==> src/rtl/pea_pkg.sv <==
// pea_pkg -- shared PE array constants and types.
//   N_BITS                  : datapath width of operands and FU results
//   OPC_SLOT_DEPTH_DEFAULT  : default entries per operand-collector queue
//   data_t                  : one operand / result word
package pea_pkg;

   localparam int unsigned N_BITS                 = 16;
   localparam int unsigned OPC_SLOT_DEPTH_DEFAULT = 2;

   typedef logic [N_BITS-1:0] data_t;

endpackage : pea_pkg

==> src/rtl/pe_operand_collector_if.sv <==
// pe_operand_collector_if -- operand/feedback/FU handshake bundle of the operand collector.
//   slave  : the collector side (consumes operands, drives FU operands)
//   master : the producer / FU side
// Signal names keep the collector's point of view (_i into it, _o out of it).
interface pe_operand_collector_if;
   import pea_pkg::*;

   logic  flush_i;
   data_t a_i;
   logic  a_valid_i;
   logic  a_ready_o;
   data_t b_i;
   logic  b_valid_i;
   logic  b_ready_o;
   logic  acc_loopback_i;
   data_t fb_i;
   logic  fb_valid_i;
   logic  fu_ready_i;
   data_t a_o;
   data_t b_o;
   logic  ops_valid_o;

   modport slave (
      input  flush_i, a_i, a_valid_i, b_i, b_valid_i, acc_loopback_i, fb_i, fb_valid_i,
             fu_ready_i,
      output a_ready_o, b_ready_o, a_o, b_o, ops_valid_o
   );

   modport master (
      output flush_i, a_i, a_valid_i, b_i, b_valid_i, acc_loopback_i, fb_i, fb_valid_i,
             fu_ready_i,
      input  a_ready_o, b_ready_o, a_o, b_o, ops_valid_o
   );

endinterface : pe_operand_collector_if

==> src/rtl/opc_fifo.sv <==
// opc_fifo -- single operand queue of the operand collector.
// Ports:
//   clk_i, rst_n_i : clock, synchronous active-low reset
//   flush_i        : empty the queue on the next edge (wins over push/pop)
//   push_i, din_i  : write request and data (ignored while full)
//   pop_i          : drop the head entry (ignored while empty)
//   full_o         : queue holds DEPTH entries (registered occupancy only)
//   empty_o        : queue holds no entries
//   head_o         : oldest entry; meaningless while empty_o
// DEPTH must be a power of two >= 2 so the pointers wrap naturally.
module opc_fifo import pea_pkg::*; #(
   parameter int unsigned DEPTH = OPC_SLOT_DEPTH_DEFAULT
) (
   input  logic  clk_i,
   input  logic  rst_n_i,
   input  logic  flush_i,
   input  logic  push_i,
   input  data_t din_i,
   input  logic  pop_i,
   output logic  full_o,
   output logic  empty_o,
   output data_t head_o
);

   localparam int unsigned PtrW = $clog2(DEPTH);
   localparam int unsigned CntW = PtrW + 1;

   data_t           mem_q [DEPTH];
   logic [PtrW-1:0] wr_ptr_q, wr_ptr_d;
   logic [PtrW-1:0] rd_ptr_q, rd_ptr_d;
   logic [CntW-1:0] cnt_q, cnt_d;
   logic            do_push, do_pop;

   assign full_o  = (cnt_q == CntW'(DEPTH));
   assign empty_o = (cnt_q == '0);
   // A full queue refuses a push even if it is popped in the same cycle.
   assign do_push = push_i && !full_o;
   assign do_pop  = pop_i && !empty_o;
   assign head_o  = mem_q[rd_ptr_q];

   always_comb begin
      wr_ptr_d = wr_ptr_q;
      rd_ptr_d = rd_ptr_q;
      cnt_d    = cnt_q;
      if (do_push) wr_ptr_d = wr_ptr_q + PtrW'(1);
      if (do_pop)  rd_ptr_d = rd_ptr_q + PtrW'(1);
      unique case ({do_push, do_pop})
         2'b10:   cnt_d = cnt_q + CntW'(1);
         2'b01:   cnt_d = cnt_q - CntW'(1);
         default: cnt_d = cnt_q;
      endcase
   end

   always_ff @(posedge clk_i) begin
      if (!rst_n_i || flush_i) begin
         wr_ptr_q <= '0;
         rd_ptr_q <= '0;
         cnt_q    <= '0;
      end else begin
         wr_ptr_q <= wr_ptr_d;
         rd_ptr_q <= rd_ptr_d;
         cnt_q    <= cnt_d;
      end
   end

   // Storage needs no reset: the head is only consumed while the queue is non-empty.
   always_ff @(posedge clk_i) begin
      if (rst_n_i && !flush_i && do_push) mem_q[wr_ptr_q] <= din_i;
   end

endmodule : opc_fifo

==> src/rtl/pe_operand_collector.sv <==
// pe_operand_collector -- gathers A and B operands for a functional unit and issues them as
// in-order pairs. B may instead come from the FU feedback register (accumulate loopback).
// Ports:
//   clk_i   : clock
//   rst_n_i : synchronous active-low reset
//   bus     : pe_operand_collector_if.slave
//             flush_i                 drop queued operands and pending feedback
//             a_i/a_valid_i/a_ready_o operand A stream (ready = A queue not full)
//             b_i/b_valid_i/b_ready_o operand B stream (ready = B queue not full)
//             acc_loopback_i          take B from the feedback register
//             fb_i/fb_valid_i         FU result feedback
//             fu_ready_i              FU accepts the current pair
//             a_o/b_o/ops_valid_o     operand pair to the FU
// Build option:
//   PE_OPC_BYPASS_EN  when defined, an empty channel forwards its input straight to the FU
//                     (0-cycle latency); otherwise every operand is registered first.
module pe_operand_collector import pea_pkg::*; #(
   parameter int unsigned SLOT_DEPTH = OPC_SLOT_DEPTH_DEFAULT
) (
   input logic                    clk_i,
   input logic                    rst_n_i,
   pe_operand_collector_if.slave  bus
);

   logic  a_full, a_empty, b_full, b_empty;
   data_t a_head, b_head;
   logic  a_push, a_pop, b_push, b_pop;
   logic  a_byp, b_byp;
   logic  a_avail, b_avail;
   logic  ops_valid, issue;
   data_t fb_q;
   logic  fb_avail_q;

`ifdef PE_OPC_BYPASS_EN
   assign a_byp = a_empty && bus.a_valid_i;
   // B bypass is irrelevant while B comes from the feedback register.
   assign b_byp = b_empty && bus.b_valid_i && !bus.acc_loopback_i;
`else
   assign a_byp = 1'b0;
   assign b_byp = 1'b0;
`endif

   assign a_avail   = !a_empty || a_byp;
   assign b_avail   = !b_empty || b_byp;
   assign ops_valid = a_avail && (bus.acc_loopback_i ? fb_avail_q : b_avail);
   assign issue     = ops_valid && bus.fu_ready_i;

   assign a_pop  = issue && !a_empty;
   assign b_pop  = issue && !bus.acc_loopback_i && !b_empty;
   // A bypassed operand that issues this cycle is consumed and never stored.
   assign a_push = bus.a_valid_i && !a_full && !(a_byp && issue);
   assign b_push = bus.b_valid_i && !b_full && !(b_byp && issue);

   assign bus.a_ready_o   = !a_full;
   assign bus.b_ready_o   = !b_full;
   assign bus.ops_valid_o = ops_valid;

   always_comb begin
      bus.a_o = a_empty ? '0 : a_head;
      if (bus.acc_loopback_i) begin
         bus.b_o = fb_q;
      end else begin
         bus.b_o = b_empty ? '0 : b_head;
      end
`ifdef PE_OPC_BYPASS_EN
      if (a_byp) bus.a_o = bus.a_i;
      if (b_byp) bus.b_o = bus.b_i;
`endif
   end

   opc_fifo #(
      .DEPTH (SLOT_DEPTH)
   ) u_fifo_a (
      .clk_i   (clk_i),
      .rst_n_i (rst_n_i),
      .flush_i (bus.flush_i),
      .push_i  (a_push),
      .din_i   (bus.a_i),
      .pop_i   (a_pop),
      .full_o  (a_full),
      .empty_o (a_empty),
      .head_o  (a_head)
   );

   opc_fifo #(
      .DEPTH (SLOT_DEPTH)
   ) u_fifo_b (
      .clk_i   (clk_i),
      .rst_n_i (rst_n_i),
      .flush_i (bus.flush_i),
      .push_i  (b_push),
      .din_i   (bus.b_i),
      .pop_i   (b_pop),
      .full_o  (b_full),
      .empty_o (b_empty),
      .head_o  (b_head)
   );

   // Feedback register: a new capture beats a same-cycle loopback consume, so the fresh
   // value stays available. Flush drops availability but keeps the stored value.
   always_ff @(posedge clk_i) begin
      if (!rst_n_i) begin
         fb_q       <= '0;
         fb_avail_q <= 1'b0;
      end else if (bus.flush_i) begin
         fb_avail_q <= 1'b0;
      end else if (bus.fb_valid_i) begin
         fb_q       <= bus.fb_i;
         fb_avail_q <= 1'b1;
      end else if (issue && bus.acc_loopback_i) begin
         fb_avail_q <= 1'b0;
      end
   end

endmodule : pe_operand_collector

==> src/flat_wrapper.sv <==
// flat-port wrapper written by rule: the top's interface ports become plain ports
module pe_operand_collector_flat import pea_pkg::*;
#(
   parameter int unsigned SLOT_DEPTH = OPC_SLOT_DEPTH_DEFAULT
)
  (clk_i, rst_n_i, bus_flush_i, bus_a_i, bus_a_valid_i, bus_b_i, bus_b_valid_i, bus_acc_loopback_i, bus_fb_i, bus_fb_valid_i, bus_fu_ready_i, bus_a_ready_o, bus_b_ready_o, bus_a_o, bus_b_o, bus_ops_valid_o);
  pe_operand_collector_if bus_i ();
  input logic clk_i;
  input logic rst_n_i;
  input wire logic [$bits(bus_i.flush_i)-1:0] bus_flush_i;
  input wire logic [$bits(bus_i.a_i)-1:0] bus_a_i;
  input wire logic [$bits(bus_i.a_valid_i)-1:0] bus_a_valid_i;
  input wire logic [$bits(bus_i.b_i)-1:0] bus_b_i;
  input wire logic [$bits(bus_i.b_valid_i)-1:0] bus_b_valid_i;
  input wire logic [$bits(bus_i.acc_loopback_i)-1:0] bus_acc_loopback_i;
  input wire logic [$bits(bus_i.fb_i)-1:0] bus_fb_i;
  input wire logic [$bits(bus_i.fb_valid_i)-1:0] bus_fb_valid_i;
  input wire logic [$bits(bus_i.fu_ready_i)-1:0] bus_fu_ready_i;
  output wire logic [$bits(bus_i.a_ready_o)-1:0] bus_a_ready_o;
  output wire logic [$bits(bus_i.b_ready_o)-1:0] bus_b_ready_o;
  output wire logic [$bits(bus_i.a_o)-1:0] bus_a_o;
  output wire logic [$bits(bus_i.b_o)-1:0] bus_b_o;
  output wire logic [$bits(bus_i.ops_valid_o)-1:0] bus_ops_valid_o;
  assign bus_i.flush_i = bus_flush_i;
  assign bus_i.a_i = bus_a_i;
  assign bus_i.a_valid_i = bus_a_valid_i;
  assign bus_i.b_i = bus_b_i;
  assign bus_i.b_valid_i = bus_b_valid_i;
  assign bus_i.acc_loopback_i = bus_acc_loopback_i;
  assign bus_i.fb_i = bus_fb_i;
  assign bus_i.fb_valid_i = bus_fb_valid_i;
  assign bus_i.fu_ready_i = bus_fu_ready_i;
  assign bus_a_ready_o = bus_i.a_ready_o;
  assign bus_b_ready_o = bus_i.b_ready_o;
  assign bus_a_o = bus_i.a_o;
  assign bus_b_o = bus_i.b_o;
  assign bus_ops_valid_o = bus_i.ops_valid_o;
  pe_operand_collector #(.SLOT_DEPTH(SLOT_DEPTH)) u_core (.clk_i(clk_i), .rst_n_i(rst_n_i), .bus(bus_i));
endmodule
==> config.mk <==
export PLATFORM = sky130hd
export DESIGN_NAME = pe_operand_collector_flat
export DESIGN_NICKNAME = d
export VERILOG_FILES = /design/src/rtl/pea_pkg.sv /design/src/rtl/pe_operand_collector_if.sv /design/src/rtl/opc_fifo.sv /design/src/rtl/pe_operand_collector.sv /design/src/flat_wrapper.sv
export SDC_FILE = /design/constraint.sdc
export NUM_CORES = 1
export LEC_CHECK = 0
export ABC_AREA = 1
export CAP_MARGIN = 10
export CELL_PAD_IN_SITES_DETAIL_PLACEMENT = 2
export CELL_PAD_IN_SITES_GLOBAL_PLACEMENT = 2
export CORE_MARGIN = 10
export CORE_UTILIZATION = 28
export DETAILED_ROUTE_END_ITERATION = 10
export GPL_TIMING_DRIVEN = 0
export PLACE_DENSITY_LB_ADDON = 0.1
export SLEW_MARGIN = 20
export SYNTH_ARGS = -nofsm -noshare
export SYNTH_HDL_FRONTEND = slang
export SYNTH_SLANG_ARGS = --single-unit
==> constraint.sdc <==
create_clock -name clk_i -period 2.85 [get_ports clk_i]
set_input_delay 0.855 -clock clk_i [delete_from_list [all_inputs] [get_ports clk_i]]
set_output_delay 0.855 -clock clk_i [all_outputs]
set_load 0.01 [all_outputs]
==> results_dict.tcl, run 1 <==
set metrics [dict create \
    status "completed" \
    grt-ovfl-total 0 \
    htree_levels 3 \
    rsz0062_at_grt "false" \
    hold_path_depth 2 \
    p_total_w 0.00296 \
    antenna_left 0 \
    power_density_mw_per_mm2 557 \
    finalSetupTns_ns 0 \
    worstReg2RegEnd "u_core.u_fifo_a.cnt_q[1]" \
    placed_cells 609 \
    wl_per_cell_um 17.1 \
    cp_slowest_stage_delay_ns 0.55 \
    path_max_fanout 10 \
    critPathTopFamily "buffers and inverters" \
    viasPerCell 4.45 \
    worst_pin_slew_ns 0.398 \
    grtUsageTotal_pct 12.0 \
    die_w_um 135 \
    grt_start_max_net_pins 16 \
    dr.first_iter.drc_count 103 \
    clock_skew_ns 0.00585 \
    relSlewSlack_pct 73.4 \
    finalMaxSlewViolations 0 \
    gp_congestion 0.692 \
    insertedDiodeCount 0 \
    io_pins 91 \
    vdd_ir_drop_max_uv 216 \
    post-route-util_pct 41.6 \
    worstHoldPathType "flip-flop to flip-flop" \
    p_leak_nw 2.17 \
    cp_data_required_time_ns 2.00 \
    dp_hpwl_um 8150 \
    synth_cell_type_count 27 \
    cts_tree "yes" \
    initial_core_util_pct 28.8 \
    r2r_slack_ns 1.11 \
    grt_pass1_wl_um 17100 \
    hold-path-endpoint "u_core.u_fifo_a.wr_ptr_q" \
    clock_latency_ns 0.33 \
    syn_area_per_cell_um2 10.8 \
    critPathSlowestCell "clkdlybuf4s50_1" \
    synth_nets 399 \
    crit_type "flip-flop to output pin" \
    finalCriticalPeriod_ns 2.73 \
    synth-seq-cells 91 \
    drive_above_1_share_pct 19.1 \
    die-area_mm2 0.0181 \
    r2r_start "u_core.u_fifo_a.cnt_q[0]" \
    setup_viol 0 \
    instances_no_fill 632 \
    fmax_mhz 366 \
    critPathArrivalTime_ns 1.88 \
    cts_buffers 9 \
    clkTransAtPathRegs_ns 0.06 \
    syn-cell-area_mm2 0.00368 \
    reg2reg_depth 11 \
    antenna_found_initial 0 \
    drc 0 \
    portBuffers 90 \
    seq_area_frac_synth_pct 66.8 \
    area_growth_pct 44.2 \
    fp.dieH_um 135 \
    final_hold_viol_count 0 \
    drtPass1Iterations 4 \
    grt_pass1_vias 3239 \
    cp_cell_sequence "buf_2, inv_2, buf_4, nand2_1, a21oi_1, clkdlybuf4s50_1" \
    min_from "u_core.u_fifo_a.wr_ptr_q" \
    ys.warnings.count 0 \
    max_cap_viol_count 0 \
    cts_root_buffer "clkbuf_16" \
    rows 41 \
    core_area_mm2 0.0128 \
    postCtsHoldBufs 0 \
    drt-total-wl_um 10800 \
    finalCritPeriodShare_pct 95.9 \
    numClockSinks 91 \
    nets 513 \
    vias 2812 \
    worst-path-buf-inv 4 \
    cp-end-kind "output pin" \
    startpoint_type "flip-flop" \
    postSynthCellCount 341 \
    cts_buffer_depth 2 \
]
==> report_power, final <==
group	total (W)	internal (W)	switching [W]
Combinational	0.000292	0.000147	0.000145
Clock	0.00120	0.000708	0.000488
Sequential	0.00147	0.00145	0.0000169
Total	0.00296	0.00231	0.000650
==> worst max path at each step <==
| stage | to | depth (start not counted) | slack, ns | start |
|---|---|---|---|---|
| floorplan | u_core.u_fifo_a.mem_q[1][0] | 4 | 0.12 | rst_n_i |
| global placement | u_core.u_fifo_b.mem_q[1][8] | 5 | -1.62 | rst_n_i |
| detailed placement | bus_b_o[4] | 7 | -0.83 | bus_acc_loopback_i |
| CTS | bus_b_o[4] | 7 | 0.008 | bus_acc_loopback_i |
| global route | bus_a_o[2] | 6 | 0.02 | flip-flop |
| finish | bus_a_o[2] | 6 | 0.12 | flip-flop |
==> layer usage <==
metal	up-vias	part of all wire [%]	track usage (%)
li1	1382	-	-
met1	1355	43	14.1
met2	66	50	20.6
met3	9	4.9	3.04
met4	0	1.3	4.17
met5	-	0	0
==> flip-flops by register name (all words and copies together) (netlist names), named ones only <==
| register | flops |
|---|---|
| u_core.u_fifo_b.cnt_q | 2 |
| u_core.u_fifo_a.rd_ptr_q | 1 |
| u_core.fb_q | 16 |
| u_core.u_fifo_b.rd_ptr_q | 1 |
| u_core.fb_avail_q | 1 |
| u_core.u_fifo_b.wr_ptr_q | 1 |
| u_core.u_fifo_a.wr_ptr_q | 1 |
| u_core.u_fifo_a.mem_q | 32 |
| u_core.u_fifo_b.mem_q | 32 |
| u_core.u_fifo_a.cnt_q | 2 |
==> cell families (layout without fill, tap and decap cells) <==
| logic type | count (synthesis) | in the layout | synth area share (%) |
|---|---|---|---|
| AO/OA/AOI/OAI | 60 | 60 | 10.5 |
| XOR/XNOR | 2 | 2 | 0.476 |
| adder cells (fa/ha/maj) | 2 | 2 | 0.679 |
| buffers and inverters | 35 | 154 | 4.28 |
| flip-flops | 91 | 91 | 66.8 |
| multiplexers | 1 | 1 | 0.272 |
| AND/OR/NAND/NOR | 150 | 150 | 16.9 |
==> timing repair <==
item                                    in CTS  in global routing
pin swaps                                    0                  2
gates cloned                                 0                  1
gates resized for setup                     72                 13
setup buffers                                2                  4
endpoints found under the setup margin      27                 28
==> cells in the mapped netlist, drive strengths merged <==
cell type | count | area [um^2]
inv | 22 | 82.6
clkbuf | 3 | 11.3
mux2i | 1 | 10.0
o21ai | 22 | 114
nand2 | 67 | 269
xor2 | 2 | 17.5
nand4 | 2 | 12.5
dfxtp | 27 | 541
nand3 | 3 | 20.0
a21oi | 23 | 115
buf | 10 | 63.8
o31ai | 15 | 158
nor2 | 76 | 313
edfxtp | 64 | 1920
nor3 | 2 | 10.0
ha | 2 | 25.0
==> tightest hold or removal path, cell delays in order, from the launching register on <==
cell,delay [ns]
dfxtp_1,0.31
nand2_1,0.07
a21oi_1,0.05
==> cell usage in the layout, fill, tap and decap left out, types with 3 or more instances in the layout <==
master	count
a21oi_1	23
buf_2	14
buf_4	12
buf_6	4
clkbuf_1	3
clkbuf_16	10
clkdlybuf4s50_1	63
dfxtp_1	27
dlygate4sd2_1	7
dlymetal6s2s_1	8
edfxtp_1	64
inv_1	16
inv_2	5
nand2_1	62
nand2_2	3
nor2_1	69
nor2_4	5
o21ai_0	20
o31ai_2	11
o31ai_4	3
==> per-stage QoR <==
step                hold WS, ns  setup slack (ns)  area [um^2]
detailed placement        0.475            -0.834         4870
floorplan                 0.440             0.118         3680
global route              0.514            0.0166         5310
global placement          0.449             -1.62         4800
CTS                       0.489           0.00773         5230
finish                    0.482             0.118         5310
==> layout make-up <==
type | count | area (um^2)
Fill cell | 1372 | 7460
Sequential cell | 91 | 2460
Multi-Input combinational cell | 215 | 1160
Timing Repair Buffer | 103 | 985
Clock buffer | 11 | 243
Tap cell | 172 | 215
Buffer | 13 | 96.3
Inverter | 22 | 90.1
Clock inverter | 5 | 61.3
(Power assumes the default switching activity.)
==> inputs of run 2 (changes only) <==
Settings changed: CTS_CLUSTER_DIAMETER set to 120, RECOVER_POWER set to 50.
==> results_dict.tcl, run 2 (synthesized netlist as in run 1, its figures left out) <==
set metrics [dict create \
    post-route-util_pct 41.4 \
    io_pins 91 \
    r2r_slack_ns 0.87 \
    gp_congestion 0.692 \
    fmax_mhz 366 \
    cts_tree "yes" \
    max_cap_viol_count 0 \
    grt_pass1_wl_um 17100 \
    status "completed" \
    worst-path-buf-inv 4 \
    layout_commonest_cell "nor2_1" \
    largestRegisters "u_core.u_fifo_a.mem_q x32, u_core.u_fifo_b.mem_q x32, u_core.fb_q x16" \
    path_depth 6 \
    final_hold_viol_count 0 \
    cp_cell_sequence "buf_2, inv_2, buf_4, nand2_1, a21oi_1, clkdlybuf4s50_1" \
    min_from "u_core.u_fifo_a.wr_ptr_q" \
    dp_hpwl_um 8150 \
    setup_viol 0 \
    drtPass1Iterations 4 \
    hold_path_depth 2 \
    instances_no_fill 632 \
    path_max_fanout 10 \
    vias 2817 \
    rsz0062_at_grt "false" \
    hold-path-endpoint "u_core.u_fifo_a.wr_ptr_q" \
    cp_data_required_time_ns 2.00 \
    clkTransAtPathRegs_ns 0.06 \
    fp.dieH_um 135 \
    nets 513 \
    reg2reg_depth 11 \
    area_growth_pct 43.5 \
    numClockSinks 91 \
    initial_core_util_pct 28.8 \
    power_density_mw_per_mm2 557 \
    crit_type "flip-flop to output pin" \
    critPathTopFamily "buffers and inverters" \
    finalCritPeriodShare_pct 95.8 \
    postCtsHoldBufs 0 \
    die-area_mm2 0.0181 \
    r2r_start "u_core.u_fifo_b.cnt_q[0]" \
    drive_above_1_share_pct 18.0 \
    relSlewSlack_pct 64.6 \
    antenna_found_initial 0 \
    critPathSlowestCell "clkdlybuf4s50_1" \
    grt-ovfl-total 0 \
    cts_root_buffer "clkbuf_16" \
    drt-total-wl_um 10800 \
    cts_buffer_depth 2 \
    clock_skew_ns 0.00595 \
    core_area_mm2 0.0128 \
    placed_cells 609 \
    grt_start_max_net_pins 16 \
    clock_latency_ns 0.34 \
    viasPerCell 4.46 \
    antenna_left 0 \
    cts_buffers 9 \
    grtUsageTotal_pct 12.0 \
    critPathArrivalTime_ns 1.87 \
    finalMaxSlewViolations 0 \
    wl_per_cell_um 17.1 \
    p_leak_nw 2.17 \
    worstHoldPathType "flip-flop to flip-flop" \
    worst_pin_slew_ns 0.530 \
    hold_ws_ns 0.481 \
    dr.first_iter.drc_count 94 \
    die_w_um 135 \
    insertedDiodeCount 0 \
    layout_common_cells "nor2_1 (73), edfxtp_1 (64), nand2_1 (63)" \
    drc 0 \
    grt_pass1_vias 3239 \
    cp-end-kind "output pin" \
    nFillCells 1378 \
    vdd_ir_drop_max_uv 215 \
    rows 41 \
    htree_levels 3 \
    finalCriticalPeriod_ns 2.73 \
    portBuffers 90 \
    startpoint_type "flip-flop" \
    cp_slowest_stage_delay_ns 0.55 \
    worstReg2RegEnd "u_core.u_fifo_a.cnt_q[1]" \
]
[run 2: layout make-up]
cell class | count | area, um^2 | share of cell area [%]
buffer | 13 | 93.8 | 1.78
clock buffer | 11 | 243 | 4.59
clock inverter | 5 | 61.3 | 1.16
inverter | 22 | 90.1 | 1.70
multi-input combinational | 215 | 1130 | 21.5
sequential | 91 | 2460 | 46.6
tap | 172 | 215 | 4.07
timing repair buffer | 103 | 985 | 18.6
[run 2: worst max-delay path by stage]
stage,to,slack (ns)
2_1_floorplan,u_core.u_fifo_a.mem_q[1][0],0.12
3_3_place_gp,u_core.u_fifo_b.mem_q[1][8],-1.62
3_5_place_dp,bus_b_o[4],-0.83
4_1_cts,bus_b_o[4],0.008
5_1_grt,bus_a_o[2],0.02
6_report,bus_a_o[2],0.12
[run 2: worst register-to-register path: stages, from the launching register on]
cell     delay [ns]
dfxtp_1        0.43
inv_2          0.08
nand2_4        0.10
nor2_1         0.06
nor2_1         0.29
nand2_1        0.17
inv_1          0.09
ha_1           0.23
inv_1          0.10
nand2_1        0.08
o21ai_0        0.17
a21oi_1        0.06
[run 2: timing repair]
action                                  4_1_cts  5_1_grt
gates cloned                                  0        1
endpoints found under the hold margin         0        0
resized for setup                            72       13
pin swaps                                     0        2
endpoints found under the setup margin       27       28
buffers inserted                              2        4
[run 2: metal layers]
metal,vias to the layer above,global-route usage (%),part of all wire (%)
met5,-,0,0
met4,0,4.17,1.3
met3,9,3.04,5.2
met2,66,20.6,50
met1,1359,14.1,43
li1,1383,-,-
[run 2: power by group]
part / leakage [nW] / total [W] / switching [W] / internal, W
logic: 1.22 / 0.000278 / 0.000142 / 0.000136
registers: 0.803 / 0.00147 / 0.0000169 / 0.00145
clock network: 0.150 / 0.00120 / 0.000487 / 0.000708
[run 2: metrics by stage]
stage	area (um^2)	setup TNS, ns	setup WS, ns	power [W]
global route	5290	0	0.0166	0.00308
finish	5290	0	0.120	0.00294
detailed placement	4870	-17.39	-0.834	0.00178
global placement	4800	-87.04	-1.62	0.00177
floorplan	3680	0	0.118	0.00160
CTS	5230	0	0.00773	0.00299
